[src/rtl/pipeline_scheduler_pkg.sv]
// Shared pipeline definitions: scheduler state encoding, stage-control bundle, RV opcodes.
// No logic; constants and a helper for building stage-control words.
// Backpressure: n/a.
package pipeline_scheduler_pkg;

  typedef enum logic [1:0] {
    RUN      = 2'd0,
    MEM_WAIT = 2'd1,
    FLUSH    = 2'd2
  } sched_state_e;

  typedef struct packed {
    logic pc_load;
    logic if_id_load;
    logic if_id_flush;
    logic id_ex_load;
    logic id_ex_bubble;
    logic ex_mem_load;
    logic mem_wb_load;
    logic mem_req;
  } stage_ctrl_t;

  localparam logic [6:0] OPC_LOAD   = 7'b0000011;
  localparam logic [6:0] OPC_STORE  = 7'b0100011;
  localparam logic [6:0] OPC_BRANCH = 7'b1100011;
  localparam logic [6:0] OPC_JAL    = 7'b1101111;
  localparam logic [6:0] OPC_JALR   = 7'b1100111;
  localparam logic [6:0] OPC_OP     = 7'b0110011;
  localparam logic [6:0] OPC_OP_IMM = 7'b0010011;

  // Every stage register gets the same enable; no flush or bubble.
  function automatic stage_ctrl_t ctrl_uniform(input logic load, input logic req);
    stage_ctrl_t c;
    c.pc_load      = load;
    c.if_id_load   = load;
    c.if_id_flush  = 1'b0;
    c.id_ex_load   = load;
    c.id_ex_bubble = 1'b0;
    c.ex_mem_load  = load;
    c.mem_wb_load  = load;
    c.mem_req      = req;
    return c;
  endfunction

endpackage

[src/rtl/pipeline_scheduler_sat_counter.sv]
// Saturating up-counter with synchronous clear (clear wins over enable).
// Latency: count updates one cycle after enable/clear.
// Backpressure: none; holds at all-ones instead of wrapping.
module sat_counter #(
  parameter int WIDTH = 8
) (
  input  logic             clock,
  input  logic             reset,
  input  logic             clear,
  input  logic             enable,
  output logic [WIDTH-1:0] count
);

  always_ff @(posedge clock or negedge reset) begin
    if (!reset) begin
      count <= '0;
    end else if (clear) begin
      count <= '0;
    end else if (enable && (count != '1)) begin
      count <= count + WIDTH'(1);
    end
  end

endmodule

[src/rtl/pipeline_scheduler.sv]
// Stall/flush sequencer for the 5-stage pipeline: merges memory, branch and hazard events.
// Latency: control outputs are combinational from state and inputs; counters update next cycle.
// Backpressure: a pending data-memory access freezes every stage until ack or timeout.
module pipeline_scheduler
  import pipeline_scheduler_pkg::*;
#(
  parameter int FLUSH_CYCLES = 2,
  parameter int MEM_TIMEOUT  = 15,
  parameter int CNT_W        = 16
) (
  input  logic             clock,
  input  logic             reset,
  input  logic             hazard_stall,
  input  logic             branch_id,
  input  logic             branch_taken_ex,
  input  logic             mem_access,
  input  logic             mem_ack,
  output logic             pc_load,
  output logic             if_id_load,
  output logic             if_id_flush,
  output logic             id_ex_load,
  output logic             id_ex_bubble,
  output logic             ex_mem_load,
  output logic             mem_wb_load,
  output logic             mem_req,
  output logic             mem_error,
  output logic [CNT_W-1:0] stall_count
);

  localparam int FC_W   = ($clog2(FLUSH_CYCLES + 1) > 0) ? $clog2(FLUSH_CYCLES + 1) : 1;
  localparam int WAIT_W = ($clog2(MEM_TIMEOUT + 1) > 0) ? $clog2(MEM_TIMEOUT + 1) : 1;
  localparam logic [FC_W-1:0]   FLUSH_INIT = FC_W'(FLUSH_CYCLES);
  localparam logic [WAIT_W-1:0] WAIT_LAST  = WAIT_W'(MEM_TIMEOUT - 1);

  sched_state_e    state, state_nxt;
  sched_state_e    ret_state, ret_state_nxt;
  logic [FC_W-1:0] flush_cnt, flush_cnt_nxt;
  logic            mem_error_nxt;
  logic            wait_clr, wait_en;
  logic [WAIT_W-1:0] wait_cnt;
  stage_ctrl_t     ctrl;

  always_ff @(posedge clock or negedge reset) begin
    if (!reset) begin
      state     <= RUN;
      ret_state <= RUN;
      flush_cnt <= '0;
      mem_error <= 1'b0;
    end else begin
      state     <= state_nxt;
      ret_state <= ret_state_nxt;
      flush_cnt <= flush_cnt_nxt;
      mem_error <= mem_error_nxt;
    end
  end

  always_comb begin
    state_nxt     = state;
    ret_state_nxt = ret_state;
    flush_cnt_nxt = flush_cnt;
    mem_error_nxt = mem_error;
    wait_clr      = 1'b0;
    wait_en       = 1'b0;
    ctrl          = ctrl_uniform(1'b1, mem_access);

    case (state)
      MEM_WAIT: begin
        ctrl    = ctrl_uniform(1'b0, 1'b1);
        wait_en = 1'b1;
        // A timeout releases the pipeline exactly like an ack, but latches the error.
        if (mem_ack || (wait_cnt == WAIT_LAST)) begin
          ctrl      = ctrl_uniform(1'b1, 1'b1);
          state_nxt = ret_state;
          if (!mem_ack) begin
            mem_error_nxt = 1'b1;
          end
        end
      end
      default: begin
        if (mem_access && !mem_ack) begin
          ctrl          = ctrl_uniform(1'b0, 1'b1);
          ret_state_nxt = (state == FLUSH) ? FLUSH : RUN;
          wait_clr      = 1'b1;
          state_nxt     = MEM_WAIT;
        end else if (state == FLUSH) begin
          // ID and EX already hold NOPs, so branch and hazard inputs are ignored here.
          ctrl.if_id_flush = 1'b1;
          flush_cnt_nxt    = flush_cnt - FC_W'(1);
          if (flush_cnt <= FC_W'(1)) begin
            state_nxt = RUN;
          end
        end else if (branch_taken_ex) begin
          ctrl.if_id_flush  = 1'b1;
          ctrl.id_ex_bubble = 1'b1;
          if (FLUSH_CYCLES > 0) begin
            flush_cnt_nxt = FLUSH_INIT;
            state_nxt     = FLUSH;
          end
        end else if (hazard_stall) begin
          ctrl.pc_load      = 1'b0;
          ctrl.if_id_load   = 1'b0;
          ctrl.id_ex_bubble = 1'b1;
        end else if (branch_id) begin
          ctrl.pc_load     = 1'b0;
          ctrl.if_id_flush = 1'b1;
        end
      end
    endcase

    if (!reset) begin
      ctrl = '0;
    end
  end

  assign pc_load      = ctrl.pc_load;
  assign if_id_load   = ctrl.if_id_load;
  assign if_id_flush  = ctrl.if_id_flush;
  assign id_ex_load   = ctrl.id_ex_load;
  assign id_ex_bubble = ctrl.id_ex_bubble;
  assign ex_mem_load  = ctrl.ex_mem_load;
  assign mem_wb_load  = ctrl.mem_wb_load;
  assign mem_req      = ctrl.mem_req;

  sat_counter #(.WIDTH(CNT_W)) u_stall_cnt (
    .clock  (clock),
    .reset  (reset),
    .clear  (1'b0),
    .enable (reset && !ctrl.pc_load),
    .count  (stall_count)
  );

  sat_counter #(.WIDTH(WAIT_W)) u_wait_cnt (
    .clock  (clock),
    .reset  (reset),
    .clear  (wait_clr),
    .enable (wait_en),
    .count  (wait_cnt)
  );

endmodule

[config.mk]
export PLATFORM = sky130hd
export DESIGN_NAME = pipeline_scheduler
export DESIGN_NICKNAME = d
export VERILOG_FILES = /design/src/rtl/pipeline_scheduler_pkg.sv /design/src/rtl/pipeline_scheduler_sat_counter.sv /design/src/rtl/pipeline_scheduler.sv
export SDC_FILE = /design/constraint.sdc
export NUM_CORES = 1
export LEC_CHECK = 0
export BUFFER_PORTS_ARGS = -buffer_cell sky130_fd_sc_hd__buf_2
export CAP_MARGIN = 20
export CORE_MARGIN = 10
export CORE_UTILIZATION = 49
export DETAILED_ROUTE_END_ITERATION = 7
export PLACE_DENSITY = 0.83
export SLEW_MARGIN = 20
export SYNTH_ARGS = -nofsm -noshare
export SYNTH_HDL_FRONTEND = slang
export SYNTH_SLANG_ARGS = --single-unit
[constraint.sdc]
create_clock -name clock -period 1.89 [get_ports clock]
set_clock_uncertainty 0.05 [all_clocks]
set_input_delay 0.2835 -clock clock [delete_from_list [all_inputs] [get_ports clock]]
set_output_delay 0.2835 -clock clock [all_outputs]
set_load 0.03 [all_outputs]
# Word level (Yosys, flattened, before mapping)
# Index checks and enable logic that the tools add are counted.
dict set report word_totals {
  register_bits 27
  latchBits 0
  ramBits 0
  rom_bits 0
  inputBits 7
  out_inout_bits 25
  word_cells 66
  mem_count 0
}
dict set report classes {
  add_sub_neg 3
  mul 0
  div_mod_pow 0
  order_cmp 1
  eq_ne 7
  shifts 0
  n_mux 32
  n_bitwise 3
  n_reduce_logical 14
}
# cell count
set ops {}
lappend ops {{two-way mux 8 bit} 3}
lappend ops {{two-way mux 2 bit} 10}
lappend ops {{adder 16 x 1 -> 16 bit (second input constant)} 1}
lappend ops {{!= test 16 bit (second input constant)} 1}
lappend ops {{two-way mux 1 bit} 15}
lappend ops {{AND reduction 3 bit} 3}
lappend ops {{two-way mux 4 bit} 2}
lappend ops {{two-way mux 3 bit} 2}
lappend ops {{adder 4 x 1 -> 4 bit (second input constant)} 1}
lappend ops {{== test 4 bit (second input constant)} 1}
lappend ops {{logical AND 1 bit} 4}
lappend ops {{!= test 4 x 2 -> 1 bit (second input constant)} 1}
lappend ops {{!= test 4 bit (second input constant)} 1}
lappend ops {{nonzero test 2 bit} 2}
lappend ops {{nonzero test 4 bit} 1}
lappend ops {{NOT 1 bit} 3}
lappend ops {{== test 2 x 1 -> 1 bit (second input constant)} 1}
lappend ops {{== test 2 bit (second input constant)} 1}
lappend ops {{<= comparator 2 x 1 -> 1 bit (second input constant)} 1}
lappend ops {{logical NOT 1 bit} 2}
lappend ops {{!= test 2 bit (second input constant)} 1}
lappend ops {{AND reduction 2 bit} 1}
lappend ops {{subtractor 2 x 1 -> 2 bit (second input constant)} 1}
lappend ops {{logical OR 1 bit} 1}

# Longest topological paths before layout
dict set report depth {
  depth_word 10
  mapped_depth 7
  mapped_depth_nobuf 6
}

# Hierarchy
# A second synthesis with hierarchy kept.
dict set report hier_totals {
  hier_cells 172
  area_unflattened_um2 1629.1
}
# module instances cells_each area_each_um2 seq_area_each_um2
set by_module_without_submodules {}
lappend by_module_without_submodules {{sat_counter (u_stall_cnt)} 1 98 942.2 400.4}
lappend by_module_without_submodules {pipeline_scheduler 1 54 457.9 150.1}
lappend by_module_without_submodules {{sat_counter (u_wait_cnt)} 1 20 229.0 100.1}

# Least setup slack after synthesis
# No wires, ideal clock.
dict set report synth_timing {
  path_kind {reg2out}
  start {register state[0]}
  end {output id_ex_bubble}
  t_arrival_ns 1.634
  t_required_ns 1.556
  slack_ns -0.077
  path_stages_with_launch 6
  path_buffers 1
  cell_sequence {dfrtp_1 > ha_1 > buf_2 > inv_1 > nand3_1 > nor3_1}
}
dict set report synth_between {
  elab_chain_len 5
  elab_cells_between_ends 6
  cone_classes {eq/ne: 2; mux: 4}
}
# element line_no
set synth_lines {}
lappend synth_lines {{start, declared} pipeline_scheduler.sv:35} ;# sched_state_e state, state_nxt;
lappend synth_lines {{start signal, assigned} pipeline_scheduler.sv:50} ;# state <= state_nxt;
lappend synth_lines {{== test 2 bit} pipeline_scheduler.sv:85} ;# end else if (state == FLUSH) begin
lappend synth_lines {{two-way mux 1 bit} pipeline_scheduler.sv:85}
lappend synth_lines {{two-way mux 1 bit} pipeline_scheduler.sv:80} ;# if (mem_access && !mem_ack) begin
lappend synth_lines {{two-way mux 8 bit *} pipeline_scheduler.sv:66} ;# case (state)
lappend synth_lines {{two-way mux 8 bit *} pipeline_scheduler.sv:110} ;# if (!reset) begin
lappend synth_lines {{end, declared} pipeline_scheduler.sv:22} ;# output logic id_ex_bubble,
# Every way passes the cells marked *; elsewhere a longest branch is shown, timed or not.

# Final worst setup path
dict set report layout_timing {
  start {register state[0]}
  end {output id_ex_load}
}
dict set report layout_between {
  elab_chain_len 3
}
# element line_no
set layout_lines {}
lappend layout_lines {{== test 2 x 1 -> 1 bit} pipeline_scheduler.sv:66}
lappend layout_lines {{two-way mux 8 bit} pipeline_scheduler.sv:66}
lappend layout_lines {{two-way mux 8 bit} pipeline_scheduler.sv:110}
lappend layout_lines {{end, declared} pipeline_scheduler.sv:21} ;# output logic id_ex_load,
# Every way passes these cells.

==> flow_metrics.tcl <==
set metrics [dict create \
    maxSlewHeadroom 0.534 \
    hold_slack_ps 247 \
    hold_depth 4 \
    place_area_mm2 0.00186 \
    crit_path_max_fanout 5 \
    wl_met1_mm 1.85 \
    violations "negative setup slack" \
    post-place-cells 242 \
    slew_violations 0 \
    core_mm2 0.00303 \
    avgSynthCellArea_um2 9.93 \
    cp_cell_sequence "ha_4 -> or2_4 -> a31o_4 -> inv_1 -> buf_4" \
    grt_pass1_wl_mm 6.81 \
    drt-pass1-iter-count 4 \
    synth_warnings 0 \
    h-tree-depth 1 \
    vias_per_cell 5.69 \
    p_per_area_mw_per_mm2 1120 \
    yosysSeqAreaShare 0.420 \
    grt_usage 0.138 \
    rsz0062_at_grt "true" \
    cp-end-kind "primary output" \
    synth_edf_count 0 \
    final_cell_area_mm2 0.00216 \
    die_y_um 76.2 \
    whs_endpoint "mem_error" \
    cts.sinks 26 \
    r2r-end "u_stall_cnt.count[9]" \
    wl_mm 4.70 \
    reg2reg_depth 9 \
    wl_met2_mm 2.53 \
    row_count 20 \
    post_drt_wl_per_cell_um 18.4 \
    post-synth-top-area-cell "dfrtp_1" \
    highest_layer "met4" \
    dominantRegCellSynth "dfrtp_1" \
    clk_latency_ps 330 \
    nNetsFinal 226 \
    vdd_drop_max_mv 0.802 \
    synth_top_area_frac 0.420 \
    vias 1457 \
    clkTransAtPathRegs_ps 140 \
    cp.required_ps 1560 \
    grt_max_degree 16 \
    critPathLaunchType "flop" \
    root_buffer "clkbuf_4" \
    synth_nets 169 \
    max_freq_ghz 0.470 \
    finalHoldViolations 0 \
    n_fill_cell 223 \
    ys_seq_elements 26 \
    start_util 0.512 \
    diodes 0 \
    routabilityCongestion 0.915 \
    drtAntennaViolNets 0 \
    wl_met3_um 209 \
    min_from "mem_ack" \
    tns_ps -2110 \
    rrSetupSlack_ps -120 \
    critPathMaxStageDelay_ps 460 \
    die_area_mm2 0.00581 \
    die_x_um 76.2 \
    synth_area_leaders "dfrtp_1 (42%), xor2_1 (5.7%), ha_1 (4.8%)" \
    grt_overflow 0 \
    timing.final.crit_share 1.13 \
    critical_path.top_delay_family "flip-flops" \
    clockBufferDepth 2 \
    cts_buffers 3 \
    tritoncts "yes" \
    stdcell_count 256 \
    status "complete, but fails checks" \
    syn_area_mm2 0.00155 \
    finalSetupViolCount 19 \
    critPathKind "flop to primary output" \
    drtIter0Drc 124 \
    synthCells 156 \
    antenna_found_initial 0 \
    leakage_nw 1.04 \
    cap_violations 0 \
    tightest_slew_ps 697 \
    grt_pass1_vias 1437 \
    finalWorstSetupSlack_ps -239 \
    hold_class "input pin to flop" \
    cp.arrival_ps 1800 \
    synth_cell_types 42 \
    min_period_ps 2130 \
    numPortBuffers 31 \
    async_flop_share 1.00 \
    r2r_start "state[1]" \
    io_pins 32 \
    layout-drive-gt1-share 0.420 \
    syn_to_final_growth_pct 39.2 \
    cp_slowest_cell "dfrtp_1" \
    drc 0 \
    hpwlAfterDp_mm 2.98 \
    crit_buf_inv 2 \
]
cells by family (layout without fill, tap and decap cells):
group / after synthesis / after routing / share of synthesized area
buf+inv: 17 / 73 / 0.0525
compound gates: 29 / 29 / 0.134
xor+xnor: 13 / 13 / 0.0735
fa+ha+maj: 6 / 6 / 0.0485
mux: 7 / 7 / 0.0477
simple gates: 58 / 58 / 0.224
flops: 26 / 26 / 0.420
area by class of cell:
cell class | instances | area (um2) | area share
Timing Repair Buffer | 58 | 409 | 0.190
Inverter | 11 | 46.3 | 0.0215
Multi-Input combinational cell | 113 | 958 | 0.445
Tap cell | 44 | 55.1 | 0.0255
Sequential cell | 26 | 651 | 0.302
Clock buffer | 4 | 36.3 | 0.0168
layer usage:
metal  vias to the layer above  GRT usage
met2                        52      0.245
met3                        13     0.0318
met4                         0     0.0613
met1                       725      0.153
li1                        667          -
met5                         -          0
tightest hold or removal path, delay by kind of cell:
| family | cells | cell delay [ps] |
|---|---|---|
| AOI/OAI and AO/OA | 1 | 50 |
| buffers and inverters | 2 | 200 |
| and+or+nand+nor | 1 | 70 |
cells in the mapped netlist, drive strengths merged, types with 2 or more instances:
| cell | count |
|---|---|
| nor2b | 4 |
| ha | 6 |
| a2111oi | 2 |
| inv | 11 |
| nand2b | 3 |
| o21ai | 5 |
| nor2 | 4 |
| xor2 | 10 |
| nand2 | 13 |
| nand4 | 6 |
| nand3 | 12 |
| or2 | 4 |
| or3 | 2 |
| mux2i | 4 |
| a21oi | 3 |
| a211oi | 8 |
| and2 | 2 |
| dfrtp | 26 |
| nor3 | 4 |
| buf | 6 |
| mux2 | 3 |
| xnor2 | 3 |
through the flow:
step / utilization / total power [mW] / setup slack, ps
final: 0.712 / 2.42 / -239
after global routing: 0.712 / 2.56 / -295
after CTS: 0.663 / 2.28 / -147
after detailed placement: 0.613 / 1.90 / -73.7
after global placement: 0.613 / 1.85 / 74.2
after floorplan: - / 1.50 / -28.2
worst max-delay path by stage:
stage                   from               endpoint  cells after the start
finish              state[0]             id_ex_load                      5
CTS                 state[0]                pc_load                      5
detailed placement  state[1]   u_stall_cnt.count[8]                      7
floorplan           state[0]             id_ex_load                      5
global route        state[0]                pc_load                      7
global placement    state[1]  u_stall_cnt.count[10]                      7
flip-flops by register name, indices dropped and copies added, names as in the netlist:
name,count
u_stall_cnt.count,16
u_wait_cnt.count,4
flush_cnt,2
state,2
mem_error,1
ret_state,1
what timing repair did:
| action | CTS | global route |
|---|---|---|
| hold endpoints to repair | 26 | 11 |
| hold buffers | 1 | 1 |
| resized for setup | 27 | 17 |
| setup buffers | 2 | 7 |
| endpoints found under the setup margin | 14 | 23 |
| pin swaps | 4 | 7 |
report_power, final:
group	internal [mW]	switching, mW
combinational	0.543	0.739
clock	0.118	0.173
sequential	0.695	0.150
cell usage in the layout, fill, tap and decap left out, types with 2 or more instances in the layout:
| cell type | n |
|---|---|
| nand2b_1 | 2 |
| nand3_1 | 11 |
| inv_1 | 9 |
| ha_1 | 5 |
| buf_2 | 23 |
| buf_6 | 7 |
| nor2b_1 | 4 |
| dlygate4sd3_1 | 2 |
| xnor2_1 | 3 |
| nor3_2 | 2 |
| a2111oi_4 | 2 |
| mux2_2 | 3 |
| a21oi_2 | 3 |
| clkbuf_4 | 3 |
| a211oi_2 | 2 |
| mux2i_1 | 4 |
| buf_4 | 26 |
| nor2_1 | 3 |
| xor2_1 | 10 |
| dfrtp_1 | 26 |
| o21ai_0 | 5 |
| nand4_1 | 5 |
| or2_2 | 3 |
| nand2_1 | 13 |
| or3_1 | 2 |
| a211oi_1 | 5 |
Note: power is estimated with default switching activity, not from simulation.
